**config.mk**
```make
export PLATFORM = sky130hd
export DESIGN_NAME = menu_uart_tx_flat
export DESIGN_NICKNAME = d
export VERILOG_FILES = /design/src/rtl/menu_uart_tx_if.sv /design/src/rtl/menu_uart_tx.sv /design/src/flat_wrapper.sv
export SDC_FILE = /design/constraint.sdc
export NUM_CORES = 1
export LEC_CHECK = 0
export BUFFER_PORTS_ARGS = -buffer_cell sky130_fd_sc_hd__buf_2
export CAP_MARGIN = 20
export CORE_ASPECT_RATIO = 0.7
export CORE_UTILIZATION = 55
export CTS_BUF_LIST = sky130_fd_sc_hd__clkbuf_8
export DETAILED_ROUTE_END_ITERATION = 8
export GPL_ROUTABILITY_DRIVEN = 0
export PLACE_DENSITY = 0.72
export SYNTH_ARGS = -nofsm -noshare
export SYNTH_HDL_FRONTEND = slang
export SYNTH_SLANG_ARGS = --single-unit
```
**constraint.sdc**
```tcl
create_clock -name clock -period 6.6 [get_ports clock]
set_input_delay 0 -clock clock [delete_from_list [all_inputs] [get_ports clock]]
set_output_delay 0 -clock clock [all_outputs]
set_load 0.02 [all_outputs]
```
**src/rtl/menu_uart_tx_if.sv**
```systemverilog
// Handshake bundle between the menu block and the UART frame transmitter:
// page/value selection and send controls in, serial line and status out.
interface menu_uart_tx_if #(
    parameter int VALUE_W = 4
);
    logic               enable;
    logic [1:0]         menu_sel;
    logic [VALUE_W-1:0] value;
    logic               force_send;
    logic               tx;
    logic               busy;
    logic               done;

    modport master (
        output enable,
        output menu_sel,
        output value,
        output force_send,
        input  tx,
        input  busy,
        input  done
    );

    modport slave (
        input  enable,
        input  menu_sel,
        input  value,
        input  force_send,
        output tx,
        output busy,
        output done
    );
endinterface

```
**src/rtl/menu_uart_tx.sv**
```systemverilog
// Sends {2'b10, menu_sel, value} as one 8N1 UART byte whenever the selection
// changes or a resend is requested; changes seen mid-frame coalesce into one follow-up.
module menu_uart_tx #(
    parameter int CLKS_PER_BIT = 434,
    parameter int VALUE_W      = 4
) (
    input  logic            clock,
    input  logic            reset,
    menu_uart_tx_if.slave   bus
);
    localparam int CNT_W = (CLKS_PER_BIT > 1) ? $clog2(CLKS_PER_BIT) : 1;
    localparam int IN_W  = VALUE_W + 2;
    localparam logic [CNT_W-1:0] CNT_LAST = CNT_W'(CLKS_PER_BIT - 1);
    localparam logic [CNT_W-1:0] CNT_ZERO = CNT_W'(0);
    localparam logic [CNT_W-1:0] CNT_ONE  = CNT_W'(1);
    localparam logic [2:0]       IDX_LAST = 3'd7;

    typedef enum logic [1:0] {
        ST_IDLE  = 2'd0,
        ST_START = 2'd1,
        ST_DATA  = 2'd2,
        ST_STOP  = 2'd3
    } state_t;

    state_t            r_state;
    logic [CNT_W-1:0]  r_cnt;
    logic [2:0]        r_idx;
    logic [7:0]        r_byte;
    logic [IN_W-1:0]   r_last_sent;
    logic              r_last_valid;
    logic              r_pending;
    logic [IN_W-1:0]   r_in_prev;
    logic              r_tx;
    logic              r_busy;
    logic              r_done;

    state_t            w_state_nxt;
    logic [CNT_W-1:0]  w_cnt_nxt;
    logic [2:0]        w_idx_nxt;
    logic [7:0]        w_byte_nxt;
    logic [IN_W-1:0]   w_last_sent_nxt;
    logic              w_last_valid_nxt;
    logic              w_pending_nxt;
    logic              w_tx_nxt;
    logic              w_busy_nxt;
    logic              w_done_nxt;

    logic [IN_W-1:0]   w_in;
    logic              w_trigger;
    logic              w_cnt_done;

    assign w_in       = {bus.menu_sel, bus.value};
    assign w_cnt_done = (r_cnt == CNT_LAST);
    assign w_trigger  = bus.enable & (r_pending | bus.force_send |
                                      (w_in != r_last_sent) | ~r_last_valid);

    // State and datapath registers; outputs are registered from next-state decode.
    always_ff @(posedge clock) begin
        if (reset) begin
            r_state      <= ST_IDLE;
            r_cnt        <= CNT_ZERO;
            r_idx        <= 3'd0;
            r_byte       <= 8'hFF;
            r_last_sent  <= {IN_W{1'b0}};
            r_last_valid <= 1'b0;
            r_pending    <= 1'b0;
            r_in_prev    <= {IN_W{1'b0}};
            r_tx         <= 1'b1;
            r_busy       <= 1'b0;
            r_done       <= 1'b0;
        end else begin
            r_state      <= w_state_nxt;
            r_cnt        <= w_cnt_nxt;
            r_idx        <= w_idx_nxt;
            r_byte       <= w_byte_nxt;
            r_last_sent  <= w_last_sent_nxt;
            r_last_valid <= w_last_valid_nxt;
            r_pending    <= w_pending_nxt;
            r_in_prev    <= w_in;
            r_tx         <= w_tx_nxt;
            r_busy       <= w_busy_nxt;
            r_done       <= w_done_nxt;
        end
    end

    // Next-state, bit timing and change tracking.
    always_comb begin
        w_state_nxt      = r_state;
        w_cnt_nxt        = r_cnt;
        w_idx_nxt        = r_idx;
        w_byte_nxt       = r_byte;
        w_last_sent_nxt  = r_last_sent;
        w_last_valid_nxt = r_last_valid;
        w_pending_nxt    = r_pending;

        case (r_state)
            ST_IDLE: begin
                w_cnt_nxt = CNT_ZERO;
                w_idx_nxt = 3'd0;
                if (w_trigger) begin
                    w_state_nxt      = ST_START;
                    w_byte_nxt       = {2'b10, w_in};
                    w_last_sent_nxt  = w_in;
                    w_last_valid_nxt = 1'b1;
                    w_pending_nxt    = 1'b0;
                end else begin
                    w_state_nxt = ST_IDLE;
                end
            end
            ST_START: begin
                if (w_cnt_done) begin
                    w_state_nxt = ST_DATA;
                    w_cnt_nxt   = CNT_ZERO;
                end else begin
                    w_cnt_nxt = r_cnt + CNT_ONE;
                end
            end
            ST_DATA: begin
                if (w_cnt_done) begin
                    w_cnt_nxt = CNT_ZERO;
                    if (r_idx == IDX_LAST) begin
                        w_state_nxt = ST_STOP;
                        w_idx_nxt   = 3'd0;
                    end else begin
                        w_idx_nxt = r_idx + 3'd1;
                    end
                end else begin
                    w_cnt_nxt = r_cnt + CNT_ONE;
                end
            end
            ST_STOP: begin
                if (w_cnt_done) begin
                    w_state_nxt = ST_IDLE;
                    w_cnt_nxt   = CNT_ZERO;
                end else begin
                    w_cnt_nxt = r_cnt + CNT_ONE;
                end
            end
            default: begin
                w_state_nxt = ST_IDLE;
                w_cnt_nxt   = CNT_ZERO;
                w_idx_nxt   = 3'd0;
            end
        endcase

        // Anything that moves while a frame is on the wire earns one follow-up frame.
        if ((r_state != ST_IDLE) && (bus.force_send || (w_in != r_in_prev))) begin
            w_pending_nxt = 1'b1;
        end else begin
            w_pending_nxt = w_pending_nxt;
        end
    end

    // Line level and status decoded from where the FSM will be next cycle.
    always_comb begin
        w_tx_nxt   = 1'b1;
        w_busy_nxt = (w_state_nxt != ST_IDLE);
        w_done_nxt = (r_state == ST_STOP) && (w_state_nxt == ST_IDLE);
        case (w_state_nxt)
            ST_IDLE:  w_tx_nxt = 1'b1;
            ST_START: w_tx_nxt = 1'b0;
            ST_DATA:  w_tx_nxt = w_byte_nxt[w_idx_nxt];
            ST_STOP:  w_tx_nxt = 1'b1;
            default:  w_tx_nxt = 1'b1;
        endcase
    end

    assign bus.tx   = r_tx;
    assign bus.busy = r_busy;
    assign bus.done = r_done;

endmodule

```
**src/flat_wrapper.sv**
```systemverilog
// flat-port wrapper written by rule: the top's interface ports become plain ports
module menu_uart_tx_flat 
#(
    parameter int CLKS_PER_BIT = 434,
    parameter int VALUE_W      = 4
)
  (clock, reset, bus_enable, bus_menu_sel, bus_value, bus_force_send, bus_tx, bus_busy, bus_done);
  menu_uart_tx_if #(.VALUE_W(VALUE_W)) bus_i ();
  input  logic clock;
  input  logic reset;
  input wire logic [$bits(bus_i.enable)-1:0] bus_enable;
  input wire logic [$bits(bus_i.menu_sel)-1:0] bus_menu_sel;
  input wire logic [$bits(bus_i.value)-1:0] bus_value;
  input wire logic [$bits(bus_i.force_send)-1:0] bus_force_send;
  output wire logic [$bits(bus_i.tx)-1:0] bus_tx;
  output wire logic [$bits(bus_i.busy)-1:0] bus_busy;
  output wire logic [$bits(bus_i.done)-1:0] bus_done;
  assign bus_i.enable = bus_enable;
  assign bus_i.menu_sel = bus_menu_sel;
  assign bus_i.value = bus_value;
  assign bus_i.force_send = bus_force_send;
  assign bus_tx = bus_i.tx;
  assign bus_busy = bus_i.busy;
  assign bus_done = bus_i.done;
  menu_uart_tx #(.CLKS_PER_BIT(CLKS_PER_BIT), .VALUE_W(VALUE_W)) u_core (.clock(clock), .reset(reset), .bus(bus_i));
endmodule
```
==> impl_metrics.py <==
metrics = {
    "run_status": {
        "status": "completed",
    },
    "clock_network": {
        "cts_buffer_depth": 2,
        "cts_root_buffer": "clkbuf_8",
        "insertion_delay_ns": 0.30,
        "tritoncts": "yes",
        "cts.sinks": 39,
        "cts.clk_slew.worst_paths_ns": 0.08,
        "cts_max_level": 2,
        "tritoncts.num_buffers": 5,
        "cts_resized": 0,
    },
    "cells_and_area": {
        "nNetsFinal": 230,
        "syn2layout_area_growth_pct": 12.3,
        "final_common_cell": "dfxtp_1",
        "instances_no_fill": 250,
        "mostFrequentLayoutCells": "dfxtp_1, nor2_1, nand2_1",
        "fill_cells": 238,
        "n_antenna_cell": 0,
        "fin_area_sq_um": 1990,
        "drive_gt1_share_pct": 11.7,
        "fin_util_pct": 68.2,
    },
    "timing": {
        "finClkSkew_ns": 0.00502,
        "drv_slew": 0,
        "rsz0062_at_grt": "no",
        "tns_ns": 0,
        "relSlewSlack_pct": 41.3,
        "setup_violations": 0,
        "fin_crit_sh_pct": 47.2,
        "max_freq_ghz": 0.321,
        "worst_slew_pin_slew_ns": 0.872,
        "layout_min_cycle_time_ns": 3.11,
        "finalHoldViolCount": 0,
    },
    "route": {
        "drt-vias-per-instance": 5.74,
        "first_pass_iters": 5,
        "drtIter0Drc": 155,
        "finalWirelength_um": 3560,
        "final_antenna_net_count": 0,
        "vias": 1434,
        "drc_errors": 0,
        "avgRoutedWirePerCell_um": 14.3,
    },
    "critical_path": {
        "regToRegStartpoint": "u_core.r_last_sent[2]",
        "crit_buf_inv": 1,
        "startpoint_type": "register",
        "path_delay_family": "compound AO/OA/AOI/OAI gates",
        "regToRegSetupSlack_ns": 3.49,
        "cp_cell_sequence": "xor2_1 -> nor4_1 -> a31oi_1 -> a211oi_1 -> inv_1 -> ha_1 -> a311oi_1 -> a311o_1",
        "max_stage_delay_ns": 0.76,
        "r2r_cells": 8,
        "critPathArrivalTime_ns": 3.35,
        "endpoint_kind": "register",
        "crit_slowest_cell": "nor4_1",
        "crit_path_max_fanout": 9,
        "rr_endpoint": "u_core.bus.tx",
        "worst_ep_required_time_ns": 6.84,
        "critical_path_class": "register to register",
    },
    "logic_synthesis": {
        "synth-seq-cells": 39,
        "syn_avg_cell_area_sq_um": 8.88,
        "ys_seq_area_share_pct": 43.9,
        "synth_warnings": 0,
        "syn_area_sq_um": 1780,
        "synth-edff-count": 0,
        "syn_nets": 217,
        "synthCells": 200,
        "synthDistinctLibCells": 42,
        "synth_ff_type": "dfxtp_1",
        "ys_async_sr_fraction_pct": 0,
    },
    "die": {
        "fp-row-count": 16,
        "core_area_sq_um": 2920,
        "die_area_sq_um": 3470,
        "die_x_um": 69.9,
        "die_h_um": 49.6,
        "boundaryPins": 13,
        "start_util_pct": 60.8,
    },
    "grt": {
        "grt_max_degree": 32,
        "grt_pass1_vias": 1361,
        "grt_pass1_wl_um": 6200,
        "grt.total_usage_pct": 22.9,
        "overflow": 0,
        "antenna_found_initial": 0,
    },
    "power": {
        "p_per_area_nw_per_um2": 255,
        "power_uw": 508,
        "p_leak_nw": 0.834,
        "peakVddDrop_v": 0.000200,
    },
    "placement": {
        "dp_hpwl_um": 2390,
        "dp.cells": 239,
        "io_buffers": 12,
        "dpl-instance-area_sq_um": 1850,
    },
    "hold_path": {
        "worstHoldEndpoint": "u_core.r_in_prev[5]",
        "hold_depth": 2,
        "hp-class": "input pin to register",
        "holdCritStartpoint": "bus_menu_sel[1]",
    },
    "flow_run": {
        "maxCapViolations": 0,
    },
}
-- cell families (layout without fill, tap and decap cells) --
logic type / count (synthesis) / after routing / share of synthesized area (%)
xor gates and xnor gates: 19 / 19 / 9.37
DFF: 39 / 39 / 43.9
muxes: 2 / 2 / 1.13
and+or+nand+nor: 83 / 83 / 23.3
AOI/OAI and AO/OA: 35 / 35 / 14.1
adders and majority gates: 7 / 7 / 4.93
buffers and inverters: 15 / 29 / 3.24
-- metrics by stage --
step | setup slack [ns] | hold WS, ns
CTS | 3.52 | 0.00744
floorplan | 4.10 | 0.102
global placement | 3.83 | 0.283
finish | 3.49 | 0.0139
global route | 3.22 | 0.0131
detailed placement | 3.65 | 0.286
-- cells in the mapped netlist (2+ instances only) --
library cell | n | share of area [%]
a311o_1 | 3 | 1.7
a311oi_1 | 4 | 2.0
or3b_2 | 2 | 0.99
dfxtp_1 | 39 | 44
inv_1 | 6 | 1.3
xnor2_1 | 4 | 2.0
a211oi_1 | 2 | 0.84
nand2_1 | 17 | 3.6
o21ai_0 | 2 | 0.56
nand3_1 | 4 | 1.1
mux2i_1 | 2 | 1.1
or3_1 | 3 | 1.1
nor2_1 | 32 | 6.8
xor2_1 | 15 | 7.4
nor4_1 | 5 | 1.8
and2_1 | 2 | 0.70
nor2b_1 | 6 | 2.1
o21bai_1 | 2 | 0.84
clkbuf_1 | 7 | 1.5
and3_1 | 2 | 0.70
or4b_1 | 2 | 1.1
a21oi_1 | 11 | 3.1
ha_1 | 7 | 4.9
nor3_1 | 2 | 0.56
a21o_1 | 2 | 0.84
-- how the worst max path moves through the flow --
stage | start | to | cells past startpoint
6_report | u_core.r_last_sent[2] | u_core.bus.tx | 8
5_1_grt | u_core.r_last_sent[2] | u_core.bus.tx | 8
4_1_cts | u_core.r_last_sent[2] | u_core.bus.tx | 8
3_5_place_dp | u_core.r_last_sent[2] | u_core.bus.tx | 8
3_3_place_gp | u_core.r_last_sent[2] | u_core.bus.tx | 8
2_1_floorplan | u_core.r_last_sent[1] | u_core.bus.tx | 8
-- layout make-up --
type                            count  area, sq um  share of cell area (%)
Timing Repair Buffer               15         90.1                    4.52
Clock inverter                      2         35.0                    1.76
Tap cell                           36         45.0                    2.26
Sequential cell                    39          781                    39.1
Multi-Input combinational cell    146          938                    47.1
Clock buffer                        6         82.6                    4.14
Inverter                            6         22.5                    1.13
-- registers in the layout, summed over array words and instances (netlist names) --
signal               flops
u_core.r_byte            8
u_core.r_idx             3
u_core.r_pending         1
u_core.r_last_sent       6
u_core.bus.tx            1
u_core.bus.busy          1
u_core.r_in_prev         6
u_core.r_state           2
u_core.bus.done          1
u_core.r_last_valid      1
u_core.r_cnt             9
-- timing repair --
action                    4_1_cts  5_1_grt
hold buffers                    3        0
hold endpoints to repair        5        0
setup buffers                   0        0
-- report_power, final --
group | internal, mW | leakage, nW | total, mW | switching (mW)
clock network | 0.122 | 0.0612 | 0.206 | 0.0837
registers | 0.246 | 0.320 | 0.254 | 0.00716
logic | 0.0200 | 0.452 | 0.0482 | 0.0282
-- metal layers --
metal  GRT usage [%]  vias up  wire length, um
met1            31.5      666             1800
met5               0        -                0
met3            7.36        4              232
li1                -      715                -
met2            34.5       49             1490
met4            6.33        0               46
Power figures use the tool's default switching activity.
